$ cat config.mk
export PLATFORM = sky130hd
export DESIGN_NAME = msrh_lsu_pipe_arb
export DESIGN_NICKNAME = d
export VERILOG_FILES = /design/src/rtl/msrh_lsu_pipe_arb.sv
export SDC_FILE = /design/constraint.sdc
export NUM_CORES = 1
export LEC_CHECK = 0
export CAP_MARGIN = 5
export CORE_AREA = 2 2 158 160
export CTS_CLUSTER_SIZE = 16
export DETAILED_ROUTE_END_ITERATION = 10
export DIE_AREA = 0 0 160 162
export GPL_ROUTABILITY_DRIVEN = 0
export PLACE_DENSITY_LB_ADDON = 0.08
export SLEW_MARGIN = 20
export SYNTH_ARGS = -nofsm -noshare
export SYNTH_HDL_FRONTEND = slang
export SYNTH_SLANG_ARGS = --single-unit
export TNS_END_PERCENT = 100
$ cat constraint.sdc
create_clock -name i_clk -period 2.6 [get_ports i_clk]
set_clock_uncertainty 0.2 [all_clocks]
set_input_delay 0.26 -clock i_clk [delete_from_list [all_inputs] [get_ports i_clk]]
set_output_delay 0.26 -clock i_clk [all_outputs]
set_load 0.1 [all_outputs]
$ cat src/rtl/msrh_lsu_pipe_arb.sv
// msrh_lsu_pipe_arb: per-LSU-pipe EX0 issue arbiter.
// Arbitrates between new scheduler issues and LDQ replays. Replays win by
// default, and a starvation counter forces a scheduler grant after
// STARVE_MAX consecutive losses. The winner is registered into EX0.
module msrh_lsu_pipe_arb #(
    parameter int ISSUE_W    = 128,
    parameter int LDQ_SIZE   = 8,
    parameter int STARVE_MAX = 4
) (
    input  logic                i_clk,
    input  logic                i_reset_n,
    input  logic                i_iss_valid,
    input  logic [ISSUE_W-1:0]  i_iss_payload,
    output logic                o_iss_ready,
    input  logic                i_replay_valid,
    input  logic [ISSUE_W-1:0]  i_replay_payload,
    input  logic [LDQ_SIZE-1:0] i_replay_index_oh,
    output logic                o_replay_ready,
    input  logic                i_pipe_stall,
    input  logic                i_flush,
    output logic                o_ex0_valid,
    output logic [ISSUE_W-1:0]  o_ex0_payload,
    output logic                o_ex0_is_replay,
    output logic [LDQ_SIZE-1:0] o_ex0_replay_index_oh,
    output logic                o_starve_force
);

    localparam logic [0:0] ST_NORMAL = 1'b0;
    localparam logic [0:0] ST_FORCE  = 1'b1;

    localparam logic [3:0] STARVE_LIM = STARVE_MAX[3:0];

    logic [0:0]          state;
    logic [0:0]          state_n;
    logic [3:0]          starve_cnt;
    logic [3:0]          starve_cnt_n;
    logic [3:0]          starve_cnt_inc;
    logic                can_grant;
    logic                iss_grant;
    logic                replay_grant;

    logic                ex0_valid;
    logic [ISSUE_W-1:0]  ex0_payload;
    logic                ex0_is_replay;
    logic [LDQ_SIZE-1:0] ex0_replay_index_oh;

    // Grant selection: replay priority in NORMAL, scheduler priority in FORCE.
    always_comb begin
        can_grant    = !i_pipe_stall && !i_flush;
        iss_grant    = 1'b0;
        replay_grant = 1'b0;
        if (state == ST_FORCE) begin
            iss_grant    = can_grant && i_iss_valid;
            replay_grant = can_grant && i_replay_valid && !i_iss_valid;
        end else begin
            replay_grant = can_grant && i_replay_valid;
            iss_grant    = can_grant && i_iss_valid && !i_replay_valid;
        end
    end

    // Starvation counter and next-state logic; stalls leave both untouched.
    always_comb begin
        state_n        = state;
        starve_cnt_n   = starve_cnt;
        starve_cnt_inc = starve_cnt + 4'd1;
        if (i_flush) begin
            state_n      = ST_NORMAL;
            starve_cnt_n = '0;
        end else if (state == ST_NORMAL) begin
            if (can_grant && i_iss_valid && i_replay_valid) begin
                if (starve_cnt_inc == STARVE_LIM) begin
                    starve_cnt_n = '0;
                    state_n      = ST_FORCE;
                end else begin
                    starve_cnt_n = starve_cnt_inc;
                end
            end else if (iss_grant) begin
                starve_cnt_n = '0;
            end
        end else begin
            if (iss_grant) begin
                state_n      = ST_NORMAL;
                starve_cnt_n = '0;
            end
        end
    end

    // Arbiter state register.
    always_ff @(posedge i_clk or negedge i_reset_n) begin
        if (!i_reset_n) begin
            state      <= ST_NORMAL;
            starve_cnt <= '0;
        end else begin
            state      <= state_n;
            starve_cnt <= starve_cnt_n;
        end
    end

    // EX0 pipeline register: flush kills, stall holds, grant loads.
    always_ff @(posedge i_clk or negedge i_reset_n) begin
        if (!i_reset_n) begin
            ex0_valid           <= 1'b0;
            ex0_payload         <= '0;
            ex0_is_replay       <= 1'b0;
            ex0_replay_index_oh <= '0;
        end else if (i_flush) begin
            ex0_valid <= 1'b0;
        end else if (i_pipe_stall) begin
            ex0_valid <= ex0_valid;
        end else if (replay_grant) begin
            ex0_valid           <= 1'b1;
            ex0_payload         <= i_replay_payload;
            ex0_is_replay       <= 1'b1;
            ex0_replay_index_oh <= i_replay_index_oh;
        end else if (iss_grant) begin
            ex0_valid           <= 1'b1;
            ex0_payload         <= i_iss_payload;
            ex0_is_replay       <= 1'b0;
            ex0_replay_index_oh <= '0;
        end else begin
            ex0_valid <= 1'b0;
        end
    end

    assign o_iss_ready           = iss_grant;
    assign o_replay_ready        = replay_grant;
    assign o_ex0_valid           = ex0_valid;
    assign o_ex0_payload         = ex0_payload;
    assign o_ex0_is_replay       = ex0_is_replay;
    assign o_ex0_replay_index_oh = ex0_replay_index_oh;
    assign o_starve_force        = (state == ST_FORCE);

`ifdef SIMULATION
    // Protocol sanity checks on requester inputs and grant exclusivity.
    always_ff @(posedge i_clk) begin
        if (i_reset_n && i_replay_valid && !$onehot(i_replay_index_oh))
            $fatal(1, "msrh_lsu_pipe_arb: replay index is not one-hot");
        if (i_reset_n && iss_grant && replay_grant)
            $fatal(1, "msrh_lsu_pipe_arb: both grants asserted");
    end
`endif

endmodule

# Word level (Yosys, flattened, before mapping)
# Index checks and enable logic that the tools add are counted.
# op_classes
eq_ne	2
shifts	0
order_cmp	0
div_mod_pow	0
addsub	1
mux	22
n_reduce_logical	12
multipliers	0
n_bitwise	2
# op_table
op	count
128-bit 2-to-1 mux	2
4-bit 2-to-1 mux	5
8-bit 2-to-1 mux	2
1-bit 2-to-1 mux	13
1-bit logical AND	6
4-bit by 1-bit adder with 4-bit output, second input constant	1
4-bit by 3-bit equality test with 1-bit output, second input constant	1
1-bit zero test	4
3-bit AND reduction	1
2-bit by 1-bit inequality test with 1-bit output, second input constant	1
1-bit NOT	2
2-bit nonzero test	1
# totals
mem_bits_rw	0
ff_bits	143
wordCells	45
n_memories	0
mem_bits_ro	0
latch_bits	0
output_inout_bits	141
in_bits	270

# Logic depth before layout (Yosys ltp)
# depth
depth_word	9
ltp_mapped	6
mapped_depth_nobuf	4

# Least setup slack after synthesis
# OpenSTA, ideal clock, no wires.
# synth_timing
path_type	register to output
start	reg state (netlist: o_starve_force)
end	out o_iss_ready
path_stages_with_launch	5
setup_slack_ps	-515
path_buffers	2
t_arrival_ps	2655
required_time_ps	2140
path_cell_list	dfrtp_1 > nor2b_1 > buf_2 > clkbuf_1 > nor2_1
# synth_between
elab_chain_len	1
# synth_rtl
element	line	source
start: declaration	33	logic [0:0] state;
start signal: assignment	94	state <= state_n;
1-bit 2-to-1 mux	52	if (state == ST_FORCE) begin
end: declaration	14	output logic o_iss_ready,
# Every way passes these cells.

# Worst setup path after layout
# layout_timing
start	in i_iss_valid
end	out o_iss_ready
# layout_between
elab_chain_len	3
# layout_rtl
element	line	source
start: declaration	12	input logic i_iss_valid,
1-bit logical AND *	53, 57	
1-bit logical AND	57	iss_grant = can_grant && i_iss_valid && !i_replay_valid;
1-bit 2-to-1 mux *	52	
# Every way passes the cells marked *; elsewhere a longest branch is shown, timed or not.

==> impl_results.html <==
<table>
<tr><th>Metric</th><th>Value</th></tr>
<tr><th colspan="2">Synth</th></tr>
<tr><td>Synthesized Nets</td><td>772</td></tr>
<tr><td>Cell accounting for the most synthesized area</td><td>sky130_fd_sc_hd__dfrtp_1</td></tr>
<tr><td>Share of the synthesized area in the top cell type</td><td>a little under three fifths</td></tr>
<tr><td>Post-synthesis async set-or-reset flop share</td><td>100%</td></tr>
<tr><td>Library cell with the highest instance count after synthesis</td><td>sky130_fd_sc_hd__dfrtp_1</td></tr>
<tr><td>Main area contributors after synthesis</td><td>sky130_fd_sc_hd__dfrtp_1 (56%), sky130_fd_sc_hd__o221a_2 (23%), sky130_fd_sc_hd__or3_1 (13%)</td></tr>
<tr><td>Yosys Warn Count</td><td>0</td></tr>
<tr><td>Distinct cell type count of the synthesized netlist</td><td>27</td></tr>
<tr><td>Cells after synthesis</td><td>approximately 500</td></tr>
<tr><td>FF+latch count, synth</td><td>143</td></tr>
<tr><td>Count of flip-flops with a built-in enable after synthesis</td><td>0</td></tr>
<tr><td>Cell types with the highest counts after synthesis</td><td>sky130_fd_sc_hd__dfrtp_1 (143), sky130_fd_sc_hd__o221a_2 (128), sky130_fd_sc_hd__or3_1 (128)</td></tr>
<tr><td>Top FF cell, synth</td><td>sky130_fd_sc_hd__dfrtp_1</td></tr>
<tr><td>Cell area after synthesis</td><td>0.00635 sq mm</td></tr>
<tr><td>Part of the Yosys area used for sequential elements</td><td>between 50% and 60%</td></tr>
<tr><td>Mapped Avg Cell Area</td><td>12.7 sq um</td></tr>
<tr><th colspan="2">Power and ir drop</th></tr>
<tr><td>Maximum resistive drop on vdd</td><td>0.450 mV</td></tr>
<tr><td>Clock share of power</td><td>24.6%</td></tr>
<tr><td>Power density normalized to cell area</td><td>between 800 and 900 mW/mm^2</td></tr>
<tr><td>Leakage Power</td><td>4.31 nW</td></tr>
<tr><td>Logic gate share of total power</td><td>a little under half</td></tr>
<tr><td>Net switching power figure</td><td>between 4 and 5 mW</td></tr>
<tr><td>Seq pwr share</td><td>29.4%</td></tr>
<tr><td>Internal power summed over all cells</td><td>a little over 5 mW</td></tr>
<tr><td>Switching part of the total</td><td>between 40% and 50%</td></tr>
<tr><th colspan="2">Placement</th></tr>
<tr><td>Port bufs</td><td>approximately 400</td></tr>
<tr><td>Worst setup slack before clock tree synthesis</td><td>roughly 0.19 ns</td></tr>
<tr><td>Number of placed cells counting well taps</td><td>1189</td></tr>
<tr><td>Placed cell area</td><td>between 0.01 and 0.015 sq mm</td></tr>
<tr><td>Hpwl dp</td><td>approximately 18000 microns</td></tr>
<tr><th colspan="2">Floorplanning</th></tr>
<tr><td>Y dimension of the die</td><td>~160 microns</td></tr>
<tr><td>Starting Density</td><td>a little over a quarter</td></tr>
<tr><td>Number of placement rows</td><td>57</td></tr>
<tr><td>Total I/O pin count</td><td>a little over 400</td></tr>
<tr><td>Chip Width</td><td>160 microns</td></tr>
<tr><td>Full die area</td><td>between 0.02 and 0.03 sq mm</td></tr>
<tr><td>Core outline area</td><td>0.0241 sq mm</td></tr>
<tr><th colspan="2">Run status</th></tr>
<tr><td>Result of the run</td><td>completed</td></tr>
<tr><th colspan="2">Drt</th></tr>
<tr><td>Number of nets with antenna violations after detailed routing</td><td>0</td></tr>
<tr><td>Routed wire length per instance</td><td>a little over 20 microns</td></tr>
<tr><td>Initial detailed-routing violation count</td><td>roughly 430</td></tr>
<tr><td>Total via count after detailed routing</td><td>6101</td></tr>
<tr><td>Vias per cell</td><td>approximately 5.0</td></tr>
<tr><td>Number of iterations in the first detailed-routing pass</td><td>5</td></tr>
<tr><td>DRC violation count after routing</td><td>0</td></tr>
<tr><td>Overall routed net length</td><td>25400 microns</td></tr>
<tr><th colspan="2">Timing</th></tr>
<tr><td>Unrepaired setup endpoints after global routing</td><td>false</td></tr>
<tr><td>Headroom to the max-slew limit</td><td>56.2%</td></tr>
<tr><td>Peak Freq</td><td>423 MHz</td></tr>
<tr><td>Ratio of final minimum period to clock period</td><td>approximately nine tenths</td></tr>
<tr><td>Pins over their slew limit</td><td>0</td></tr>
<tr><td>Final setup violation count</td><td>0</td></tr>
<tr><td>Worst-margin pin slew</td><td>0.652 ns</td></tr>
<tr><td>Worst setup slack after layout</td><td>approximately 0.24 ns</td></tr>
<tr><td>Final worst hold slack</td><td>0.192 ns</td></tr>
<tr><td>Final hold violation count</td><td>0</td></tr>
<tr><td>Clock period minus final worst setup slack</td><td>around 2.4 ns</td></tr>
<tr><th colspan="2">Setup path</th></tr>
<tr><td>Critical path launch point type</td><td>primary input</td></tr>
<tr><td>Endpoint of the worst-slack reg-to-reg timing path</td><td>o_ex0_payload[27]</td></tr>
<tr><td>Critical path class</td><td>primary input to primary output</td></tr>
<tr><td>Worst Path Required</td><td>about 2.1 ns</td></tr>
<tr><td>Worst endpoint data arrival time</td><td>1.90 ns</td></tr>
<tr><td>Critical Path Fanout Max</td><td>just over 90</td></tr>
<tr><td>Critical R2R Launch</td><td>o_starve_force</td></tr>
<tr><td>Reg2Reg Depth</td><td>4</td></tr>
<tr><td>Flop-to-flop setup slack</td><td>between 0.9 and 1 ns</td></tr>
<tr><td>Capturing element type of the critical path</td><td>primary output</td></tr>
<tr><th colspan="2">Clock tree</th></tr>
<tr><td>Clock net sink count</td><td>143</td></tr>
<tr><td>Buffer levels on the longest clock path</td><td>2</td></tr>
<tr><td>CTS HTree Levels</td><td>4</td></tr>
<tr><td>TritonCTS Buffers</td><td>17</td></tr>
<tr><td>Post-CTS setup buffer count</td><td>0</td></tr>
<tr><td>Clock tree root driver cell</td><td>sky130_fd_sc_hd__clkbuf_16</td></tr>
<tr><td>Clock network latency to the later pin of the worst-skew pair</td><td>about 0.4 ns</td></tr>
<tr><td>TritonCTS clock tree</td><td>done</td></tr>
<tr><td>Worst-path clk slew</td><td>about 0.06 ns</td></tr>
<tr><th colspan="2">GRT</th></tr>
<tr><td>Number of antenna violations at the first check in global routing</td><td>2</td></tr>
<tr><td>All-layer global routing usage</td><td>19.2%</td></tr>
<tr><td>Maximum number of pins on one net before global-route repair</td><td>92</td></tr>
<tr><td>Total grt overflow</td><td>0</td></tr>
<tr><td>Wire length of the first global-routing pass</td><td>around 39000 microns</td></tr>
<tr><td>Vias in the first global route</td><td>6460</td></tr>
<tr><th colspan="2">Finish</th></tr>
<tr><td>Area occupied by multi-input gates</td><td>about 0.0025 sq mm</td></tr>
<tr><td>Cell area after layout</td><td>around 0.011 sq mm</td></tr>
<tr><td>Area occupied by registers</td><td>0.00358 sq mm</td></tr>
<tr><td>Fin nets</td><td>1157</td></tr>
<tr><td>Synthesis-to-layout area growth</td><td>74.9%</td></tr>
<tr><td>Layout cells sized above 1</td><td>between 30% and 40%</td></tr>
<tr><td>Number of non-filler instances in the completed layout</td><td>1225</td></tr>
<tr><td>Total of fill cells in the finished design</td><td>~2300</td></tr>
<tr><th colspan="2">Min path</th></tr>
<tr><td>Worst hold-check path type</td><td>primary input to asynchronous set/reset pin</td></tr>
<tr><th colspan="2">Run</th></tr>
<tr><td>Max capacitance violation total</td><td>0</td></tr>
</table>
cells by family (layout without fill, tap and decap cells):
kind of cell             count (synthesis)  count (layout)  share of synthesized area, %
flip-flops                             143             143                          56.4
other                                    0               2                             0
AND/OR/NAND/NOR                        152             152                          14.7
adder cells (fa/ha/maj)                  1               1                         0.197
buffers and inverters                   60             458                          4.04
AO/OA/AOI/OAI                          145             145                          24.7
worst max-delay path by stage:
stage,cells past startpoint,slack (ns),start,end
after floorplan,4,-0.06,o_starve_force,o_iss_ready
after global placement,5,0.21,i_iss_valid,o_ex0_payload[42]
after detailed placement,5,0.19,i_iss_valid,o_ex0_payload[32]
after CTS,5,0.24,i_iss_valid,o_iss_ready
after global routing,5,0.16,i_iss_valid,o_iss_ready
final,5,0.24,i_iss_valid,o_iss_ready
registers in the layout, indices dropped and copies added, names as in the netlist:
register and count:
o_ex0_is_replay 1, o_starve_force 1, o_ex0_valid 1, starve_cnt 4, o_ex0_payload 128, o_ex0_replay_index_oh 8
power groups by stage:
| stage | clock network [mW] | registers (mW) | logic, mW |
|---|---|---|---|
| 2_1_floorplan | 0 | 5.44 | 0.500 |
| 3_3_place_gp | 0 | 2.83 | 4.41 |
| 3_5_place_dp | 0 | 2.83 | 4.43 |
| 4_1_cts | 2.42 | 2.81 | 4.43 |
| 5_1_grt | 2.52 | 2.86 | 4.52 |
| 6_report | 2.35 | 2.81 | 4.40 |
worst max-delay path: stages:
cell,delay [ns]
sky130_fd_sc_hd__clkdlybuf4s50_1,0.55
sky130_fd_sc_hd__or3b_4,0.44
sky130_fd_sc_hd__buf_12,0.24
sky130_fd_sc_hd__nor2_2,0.20
sky130_fd_sc_hd__buf_12,0.19
placed cells by master, fill, tap and decap left out, types with 2 or more instances in the layout:
cell	instances
sky130_fd_sc_hd__nand3_1	4
sky130_fd_sc_hd__nor3b_1	2
sky130_fd_sc_hd__nor2b_1	2
sky130_fd_sc_hd__nand3b_1	2
sky130_fd_sc_hd__a21oi_1	3
sky130_fd_sc_hd__clkbuf_1	2
sky130_fd_sc_hd__o221a_2	128
sky130_fd_sc_hd__clkinvlp_4	5
sky130_fd_sc_hd__nand2_1	6
sky130_fd_sc_hd__inv_6	2
sky130_fd_sc_hd__clkinv_4	2
sky130_fd_sc_hd__or3_1	128
sky130_fd_sc_hd__buf_4	143
sky130_fd_sc_hd__diode_2	2
sky130_fd_sc_hd__dfrtp_1	143
sky130_fd_sc_hd__a22o_1	8
sky130_fd_sc_hd__clkdlybuf4s50_1	268
sky130_fd_sc_hd__buf_12	11
sky130_fd_sc_hd__clkinv_2	3
sky130_fd_sc_hd__dlygate4sd3_1	2
sky130_fd_sc_hd__clkbuf_16	17
cell type report:
class                   instances  share of cell area (%)
well taps                     324                    3.65
diodes                          2                  0.0451
clock buffers                  20                    4.02
clock inverters                12                    1.01
flip-flops and latches        143                    32.2
multi-input cells             298                    22.9
repair buffers                425                    36.1
inverters                       1                  0.0451
per-layer routing:
metal	vias to the layer above	share of wire [%]	track usage, %
met1	3033	41	23.6
met3	29	6.4	5.11
met4	0	2.0	6.06
met2	243	51	33.2
li1	2796	-	-
met5	-	0	0
timing repair:
action,in CTS,in global routing
endpoints found under the hold margin,143,0
endpoints found under the setup margin,0,0
resized for setup,0,0
hold buffers,2,0
metrics by stage:
stage | total power [mW] | util [%] | setup TNS (ns)
5_1_grt | 9.90 | 46.1 | 0
3_5_place_dp | 7.26 | 43.6 | 0
2_1_floorplan | 5.94 | - | -0.0563
3_3_place_gp | 7.24 | 43.6 | 0
4_1_cts | 9.66 | 46.1 | 0
6_report | 9.56 | 46.1 | 0
Note: power is estimated with default switching activity, not from simulation.
